`config.mk`:
```
export PLATFORM = sky130hd
export DESIGN_NAME = fma64_align_shift_arb
export DESIGN_NICKNAME = d
export VERILOG_FILES = /design/src/rtl/fma64_align_shift_arb.sv
export SDC_FILE = /design/constraint.sdc
export NUM_CORES = 1
export LEC_CHECK = 0
export ABC_CLOCK_PERIOD_IN_PS = 9100
export BUFFER_PORTS_ARGS = -buffer_cell sky130_fd_sc_hd__buf_2
export CORE_MARGIN = 2
export CORE_UTILIZATION = 45
export DETAILED_ROUTE_END_ITERATION = 8
export PLACE_DENSITY = 0.67
export RECOVER_POWER = 50
export SETUP_SLACK_MARGIN = 0.4
export SLEW_MARGIN = 20
export SYNTH_ARGS = -nofsm -noshare
export SYNTH_HDL_FRONTEND = slang
export SYNTH_SLANG_ARGS = --single-unit
```
`constraint.sdc`:
```
create_clock -name clk -period 9.1 [get_ports clk]
set_clock_uncertainty 0.05 [all_clocks]
set_input_delay 1.365 -clock clk [delete_from_list [all_inputs] [get_ports clk]]
set_output_delay 1.365 -clock clk [all_outputs]
set_load 0.02 [all_outputs]
```
`src/rtl/fma64_align_shift_arb.sv`:
```
// -----------------------------------------------------------------------------
// fma64_align_shift_arb
//
// Shared right-shift alignment unit. Two requesters (for example the FMA
// addend-alignment path and the FADD small-operand path) compete for a
// single 2-stage pipeline. The pipeline right-shifts a 64-bit mantissa by
// 0..63 and reports the guard bit and the sticky bit of the bits shifted out.
//
// Ports
//   clk, rst                 clock, asynchronous active-high reset
//   reqN_valid_i/ready_o     requester N handshake (N = 0, 1)
//   reqN_mant_i              requester N mantissa (64 bits)
//   reqN_rsh_num_i           requester N right-shift amount (0..63)
//   reqN_tag_i               requester N opaque tag (TAG_W bits)
//   out_valid_o/ready_i      result handshake
//   out_mant_o               mant >> rsh_num
//   out_guard_o              mant[rsh_num-1], 0 when rsh_num == 0
//   out_sticky_o             |mant[rsh_num-2:0], 0 when rsh_num < 2
//   out_src_o                index of the requester that issued the result
//   out_tag_o                tag of the result
//   busy_o                   some pipeline stage holds valid data
// -----------------------------------------------------------------------------
module fma64_align_shift_arb #(
    parameter int TAG_W = 4
) (
    input  logic             clk,
    input  logic             rst,
    input  logic             req0_valid_i,
    output logic             req0_ready_o,
    input  logic [63:0]      req0_mant_i,
    input  logic [5:0]       req0_rsh_num_i,
    input  logic [TAG_W-1:0] req0_tag_i,
    input  logic             req1_valid_i,
    output logic             req1_ready_o,
    input  logic [63:0]      req1_mant_i,
    input  logic [5:0]       req1_rsh_num_i,
    input  logic [TAG_W-1:0] req1_tag_i,
    output logic             out_valid_o,
    input  logic             out_ready_i,
    output logic [63:0]      out_mant_o,
    output logic             out_guard_o,
    output logic             out_sticky_o,
    output logic             out_src_o,
    output logic [TAG_W-1:0] out_tag_o,
    output logic             busy_o
);

    // Round-robin pointer: 0 means requester 0 wins a tie.
    logic             r_prio;

    logic             r_s1_valid;
    logic [63:0]      r_s1_mant;
    logic [5:0]       r_s1_rsh;
    logic             r_s1_src;
    logic [TAG_W-1:0] r_s1_tag;

    logic             r_s2_valid;
    logic [63:0]      r_s2_mant;
    logic             r_s2_guard;
    logic             r_s2_sticky;
    logic             r_s2_src;
    logic [TAG_W-1:0] r_s2_tag;

    logic             w_grant0;
    logic             w_grant1;
    logic             w_s2_can_accept;
    logic             w_s1_can_accept;
    logic             w_hs;
    logic [63:0]      w_lost_mask;
    logic [63:0]      w_guard_sel;
    logic [63:0]      w_shifted;
    logic             w_guard;
    logic             w_sticky;

    // ---------------- arbitration and flow control ----------------
    assign w_grant0 = req0_valid_i & (~req1_valid_i | ~r_prio);
    assign w_grant1 = req1_valid_i & (~req0_valid_i | r_prio);

    // Ready is combinational from out_ready_i so a full pipeline can
    // drain, advance and refill in the same cycle.
    assign w_s2_can_accept = ~r_s2_valid | out_ready_i;
    assign w_s1_can_accept = ~r_s1_valid | w_s2_can_accept;

    assign req0_ready_o = w_grant0 & w_s1_can_accept;
    assign req1_ready_o = w_grant1 & w_s1_can_accept;
    assign w_hs         = req0_ready_o | req1_ready_o;

    always_ff @(posedge clk or posedge rst) begin
        if (rst) begin
            r_prio <= 1'b0;
        end else if (w_hs) begin
            // Priority passes to the requester that lost this round.
            r_prio <= w_grant0;
        end
    end

    // ---------------- stage S1: capture ----------------
    always_ff @(posedge clk or posedge rst) begin
        if (rst) begin
            r_s1_valid <= 1'b0;
            r_s1_mant  <= '0;
            r_s1_rsh   <= '0;
            r_s1_src   <= 1'b0;
            r_s1_tag   <= '0;
        end else if (w_hs) begin
            r_s1_valid <= 1'b1;
            r_s1_mant  <= w_grant1 ? req1_mant_i    : req0_mant_i;
            r_s1_rsh   <= w_grant1 ? req1_rsh_num_i : req0_rsh_num_i;
            r_s1_src   <= w_grant1;
            r_s1_tag   <= w_grant1 ? req1_tag_i     : req0_tag_i;
        end else if (w_s2_can_accept) begin
            r_s1_valid <= 1'b0;
        end
    end

    // ---------------- stage S2: compute ----------------
    // w_lost_mask marks every bit shifted out; w_guard_sel marks the
    // highest of them (the guard position). Sticky covers the rest.
    generate
        for (genvar gi = 0; gi < 64; gi++) begin : g_mask
            assign w_lost_mask[gi] = (7'(gi) < {1'b0, r_s1_rsh});
            assign w_guard_sel[gi] = (7'(gi + 1) == {1'b0, r_s1_rsh});
        end
    endgenerate

    assign w_shifted = r_s1_mant >> r_s1_rsh;
    assign w_guard   = |(r_s1_mant & w_guard_sel);
    assign w_sticky  = |(r_s1_mant & w_lost_mask & ~w_guard_sel);

    always_ff @(posedge clk or posedge rst) begin
        if (rst) begin
            r_s2_valid  <= 1'b0;
            r_s2_mant   <= '0;
            r_s2_guard  <= 1'b0;
            r_s2_sticky <= 1'b0;
            r_s2_src    <= 1'b0;
            r_s2_tag    <= '0;
        end else if (w_s2_can_accept) begin
            r_s2_valid <= r_s1_valid;
            // Data only moves with a valid operand, so a stalled or
            // emptied S2 keeps its fields steady.
            if (r_s1_valid) begin
                r_s2_mant   <= w_shifted;
                r_s2_guard  <= w_guard;
                r_s2_sticky <= w_sticky;
                r_s2_src    <= r_s1_src;
                r_s2_tag    <= r_s1_tag;
            end
        end
    end

    assign out_valid_o  = r_s2_valid;
    assign out_mant_o   = r_s2_mant;
    assign out_guard_o  = r_s2_guard;
    assign out_sticky_o = r_s2_sticky;
    assign out_src_o    = r_s2_src;
    assign out_tag_o    = r_s2_tag;
    assign busy_o       = r_s1_valid | r_s2_valid;

endmodule

```
==> flow_summary.toml, run 1 <==
[status]
status = "finished with violations"
violations = "capacitance limit, slew limit"

[worst_setup_path]
critPathKind = "input pin to output pin"
path_max_fanout = 21
critPathRequiredTime_ns = 7.69
end_kind = "output pin"
crit_arrival_ns = 4.56
worstSetupStartpointType = "input pin"
rr_startpoint = "r_prio"
worstSetupStartpoint = "req0_valid_i"

[detailed_routing]
drc = 0
vias = 12500
drt-total-wl_um = 51100
drt-wirelength-per-cell_um = 27.6
firstDrtPassIters = 8
drt.antenna.violating_nets = 0
drt_iter0_drc = 1723
viasPerCell = 6.76

[cts]
cts_resized = 0
clock_latency_ns = 0.44
holdBufCountCts = 0
cts.sinks = 149
clockBufferDepth = 2
cts_buffers = 17
ctsHtreeMaxLevel = 4
ctsRootBufferMaster = "clkbuf_16"
clk_pin_slew_ns = 0.07
cts_setup_buffers = 0
tritoncts = "yes"

[global_routing]
grt_pass1_wl_um = 74800
first_global_vias = 11500
grt.overflow.total = 0
grt_usage_pct = 35.3
antenna_found_initial = 0
grt_max_degree = 117

[placed_design]
gp_congestion = 1.03
dp.cells = 1820
port-buffer-count = 227
dp_hpwl_um = 36500

[layout]
drive_gt1_share_pct = 22.0
multi_input_area_um2 = 7870
layout.nets = 1651
area_delta_synth_final_pct = 12.8
diodes = 0
fillers = 2594
finalNonFillerCells = 1852
ff_latch_area_um2 = 3740

[min_path]
hp-class = "register to register"
min_from = "out_mant_o[36]"

[synth]
synth.net_count = 1524
synth_cells = 1371
synth-async-reset-ratio_pct = 100
ys_types = 72
yosysWarnings = 0
syn_area_per_cell_um2 = 8.98
synth_ff_type = "dfrtp_1"
syn-cell-area_um2 = 12300
synth-edff-count = 0
ys_seq_elements = 149
ys_seq_area_share_pct = 30.3

[sta]
fmax_mhz = 167
timing_hold_violations_final = 0
fin_crit_ns = 5.98
worstMarginPinSlew_ns = 3.70
rsz0062_at_grt = "false"
relSlewSlack_pct = -148
tns_ns = 0
fin_crit_sh_pct = 65.7
finalSetupViolCount = 0
slew_viol_final = 182

[floorplan]
io_pins = 228
die_x_um = 169
fp-row-count = 60
die_height_um = 169
die_area_um2 = 28700
initial_core_util_pct = 45.8
core_um2 = 26900

[power]
peakVddDrop_mv = 0.147
p_leak_nw = 5.91
p_per_area_nw_per_um2 = 447

[job]
max_cap_violations = 3
==> worst paths after layout <==
kind                       depth (start not counted)              to  slack [ns]
setup reg to reg                                   6     r_s1_tag[1]        3.95
hold reg to reg                                    2  out_mant_o[36]        0.43
min in group asynchronous                          2  out_mant_o[19]        1.94
setup / recovery                                   6    req1_ready_o        3.12
max in group asynchronous                          2     r_s1_rsh[1]        4.96
hold / removal                                     2  out_mant_o[36]        0.43
==> flip-flops by register name, summed over array words and instances, names as in the netlist <==
name,cells
r_s1_valid,1
r_s1_src,1
r_prio,1
out_src_o,1
out_sticky_o,1
r_s1_tag,4
out_tag_o,4
r_s1_mant,64
out_mant_o,64
out_valid_o,1
out_guard_o,1
r_s1_rsh,6
==> per-stage QoR <==
step / hold slack, ns / instance area (µm²) / utilization (%) / total power, mW / setup slack (ns)
after floorplan: 0.389 / 12300 / - / 4.00 / 3.68
after global placement: 0.407 / 13400 / 50.0 / 5.33 / 4.98
after detailed placement: 0.414 / 13400 / 50.0 / 5.36 / 4.78
after CTS: 0.430 / 14000 / 52.1 / 6.06 / 5.04
after global routing: 0.447 / 13900 / 51.7 / 6.43 / 2.73
final: 0.426 / 13900 / 51.7 / 6.20 / 3.12
==> critical path, cell delays in order <==
cell and delay, ns:
buf_2 0.08, inv_1 0.03, o21ai_0 2.46, nand2b_1 0.35, inv_1 0.10, buf_2 0.17
==> layout by cell type, fill, tap and decap left out, types with 21 or more instances in the layout <==
cell type,instances
o21ai_1,25
buf_2,155
dfrtp_1,143
mux2i_1,157
mux2_2,34
o21ai_0,131
a21oi_1,46
nor3_1,21
nand3_1,22
clkbuf_1,74
a211oi_1,21
nand2_1,182
mux4_2,61
nor2_1,84
buf_4,26
==> power by group <==
group / total [mW] / internal [mW] / switching (mW)
Clock: 0.703 / 0.366 / 0.337
Combinational: 3.95 / 1.47 / 2.48
Sequential: 1.55 / 0.936 / 0.614
==> cells in the mapped netlist (8+ instances only) <==
library cell	n	area (µm²)
inv_1	11	41.3
a22o_1	18	158
a21oi_1	46	230
o21ai_0	130	651
buf_4	11	82.6
a211oi_1	21	158
o211ai_1	10	75.1
mux2_1	8	90.1
o22ai_1	19	119
clkbuf_1	84	315
mux4_2	61	1370
nor2b_1	12	75.1
o21ai_1	26	130
nand2b_1	15	93.8
buf_2	32	160
nor2_1	86	323
nand3_1	22	110
nand4_1	11	68.8
o32ai_1	10	87.6
o221ai_1	11	96.3
mux2_2	34	383
nand2_1	182	683
a31oi_1	16	100
dfrtp_1	149	3730
mux2i_1	157	1570
nor3_1	21	105
a22oi_1	19	143
buf_1	13	48.8
==> final cells by class <==
type / instances / share of cell area, %
multi-input combinational: 1062 / 56.6
tap: 341 / 3.07
clock inverter: 13 / 0.829
inverter: 14 / 0.387
timing repair buffer: 254 / 8.96
clock buffer: 19 / 3.19
sequential: 149 / 26.9
==> per-layer routing <==
metal	GRT usage, %	vias up	share of wire, %	wire [µm]
li1	-	5407	-	-
met5	0	-	0	0
met3	5.88	205	10	5150
met2	53.6	935	43	22200
met4	20.2	0	6.6	3380
met1	47.8	5967	40	20400
==> kinds of logic (layout without fill, tap and decap cells) <==
| family | Yosys count | count (layout) | synth area share [%] |
|---|---|---|---|
| compound gates | 400 | 400 | 21.3 |
| fa+ha+maj | 2 | 2 | 0.163 |
| buf+inv | 160 | 300 | 5.91 |
| flops | 149 | 149 | 30.3 |
| mux | 260 | 260 | 27.8 |
| simple gates | 400 | 400 | 14.6 |
Note: power is estimated with default switching activity, not from simulation.
==> inputs of run 2 (changes only) <==
- ABC_CLOCK_PERIOD_IN_PS: 9100 -> 5200
- PLACE_DENSITY: 0.67 -> 0.69
- clock period: 9.1 -> 5.2 ns (I/O delays scaled with it)
==> run 2 against run 1 <==
  * The run still ends with capacitance limit, slew limit left
  * Global-route usage up 2.5 points
  * Critical path type unchanged
  * Sequential share of layout area down 0.36 points
  * Setup slack worse by 1.8 ns
  * Cell count up 0.49%
  * Wire length up 5.4%
  * Hold slack worse by 0.0082 ns
  * Clock power up 83%
  * Cell area up 1.3%
  * Core utilization up 0.69 points
  * Largest power group unchanged
  * Non-clock buffer count up 7
  * Die area unchanged
  * Power up 79%
==> flow_summary.toml, run 2 (synthesis results as in run 1) <==
[placed_design]
gp_congestion = 1.09
dp_hpwl_um = 38500
placed_cell_area_um2 = 13500
port-buffer-count = 227

[cts]
holdBufCountCts = 0
clockBufferDepth = 2
ctsHtreeMaxLevel = 4
tritoncts = "yes"
clock_latency_ns = 0.45
cts_buffers = 17
clk_pin_slew_ns = 0.07
ctsRootBufferMaster = "clkbuf_16"
cts_setup_buffers = 0
cts_resized = 0
cts.sinks = 149

[global_routing]
grt.overflow.total = 0
grt_pass1_wl_um = 80100
met2_usage_pct = 54.3
met1_usage_pct = 50.0
first_global_vias = 12200
antenna_found_initial = 1
grt_max_degree = 150
busiest_layer = "met2"
grt_usage_pct = 37.7
use_met3_pct = 9.79

[layout]
drive_gt1_share_pct = 25.1
ff_latch_area_um2 = 3740
fillers = 2552
final_util_pct = 52.4
multi_input_area_um2 = 7880
layout.nets = 1658
fin_area_um2 = 14100
layout_common_cells = "193 x buf_2, 182 x nand2_1, 157 x mux2i_1, 143 x dfrtp_1, 130 x o21ai_0"
final_common_cell = "buf_2"
area_delta_synth_final_pct = 14.4

[floorplan]
io_pins = 228
core_um2 = 26900
initial_core_util_pct = 45.8
fp-row-count = 60
die_x_um = 169
die_area_um2 = 28700
die_height_um = 169

[detailed_routing]
drt-total-wl_um = 53900
drt.antenna.violating_nets = 0
drt-wirelength-per-cell_um = 29.0
firstDrtPassIters = 6
vias = 12800
drc = 0
drt_iter0_drc = 1716
viasPerCell = 6.89

[sta]
slew_viol_final = 31
relSlewSlack_pct = -31.1
rsz0062_at_grt = "false"
finalSetupViolCount = 0
worstMarginPinSlew_ns = 1.97
fmax_mhz = 260
timing_hold_violations_final = 0
fin_crit_ns = 3.85
tns_ns = 0
fin_crit_sh_pct = 74.0

[power]
p_per_area_nw_per_um2 = 788
finalPower_mw = 11.1
peakVddDrop_mv = 0.296
p_leak_nw = 6.11

[job]
max_cap_violations = 1

[status]
violations = "capacitance limit, slew limit"
status = "finished with violations"

[worst_setup_path]
worstPathCellList = "clkbuf_1 -> inv_1 -> o21ai_4 -> clkbuf_1 -> nand2b_1 -> inv_1 -> buf_2"
cp_top_family = "buffers and inverters"
worstSetupStartpointType = "input pin"
path_max_fanout = 30
crit_arrival_ns = 3.02
critPathMaxStageDelay_ns = 1.41
critPathRequiredTime_ns = 4.37
cpMaxStageDelayCell = "clkbuf_1"
end_kind = "output pin"
critPathKind = "input pin to output pin"
cp_num_buf_inv = 5

[min_path]
hp-class = "register to register"
==> run 2: cell types whose count changed in the layout (fill, tap and decap cells not counted), sizes merged <==
cell	previous run	this run
clkinv	4	6
diode	0	2
clkinvlp	4	2
buf	181	226
clkbuf	92	52
inv	19	20
bufinv	0	1
==> run 2: report_power, final <==
group / switching (mW) / internal [mW]
clock: 0.604 / 0.682
sequential: 1.30 / 1.63
combinational: 4.23 / 2.65
total: 6.14 / 4.96
==> run 2: worst register-to-register path, cell delays in order, from the launching register on <==
cell and delay (ns):
dfrtp_1 0.43, o21ai_4 0.15, clkbuf_1 1.41, buf_4 0.80
mux2i_1 0.45, o21ai_0 0.12
==> run 2: area by class of cell <==
| class | instances | area share (%) |
|---|---|---|
| Antenna cell | 2 | 0.0355 |
| Clock inverter | 15 | 1.16 |
| Multi-Input combinational cell | 1062 | 56.0 |
| Inverter | 14 | 0.382 |
| Sequential cell | 149 | 26.6 |
| Timing Repair Buffer | 261 | 9.82 |
| Clock buffer | 17 | 3.02 |
| Tap cell | 341 | 3.03 |
==> run 2: per-layer routing <==
metal | part of all wire (%) | vias up
li1 | - | 5440
met1 | 38 | 6088
met2 | 42 | 1014
met3 | 12 | 274
met4 | 7.8 | 2
met5 | 0.032 | -
==> run 2: final timing paths <==
check | slack, ns | cells past startpoint | startpoint | to
hold reg to reg | 0.42 | 2 | r_s1_tag[1] | out_tag_o[1]
setup / recovery | 1.35 | 7 | req0_valid_i | req1_ready_o
setup reg to reg | 1.67 | 5 | r_prio | r_s1_mant[63]
max in group asynchronous | 3.78 | 3 | rst | r_s1_rsh[0]
hold / removal | 0.42 | 2 | r_s1_tag[1] | out_tag_o[1]
min in group asynchronous | 0.44 | 3 | rst | out_mant_o[47]
==> run 2: metrics by stage <==
stage / hold slack [ns] / cells / setup slack (ns)
2_1_floorplan: 0.389 / 1371 / 2.50
3_3_place_gp: 0.399 / 1827 / 1.92
3_5_place_dp: 0.406 / 1827 / 1.92
4_1_cts: 0.417 / 1859 / 1.90
5_1_grt: 0.435 / 1859 / 1.14
6_report: 0.418 / 1861 / 1.35
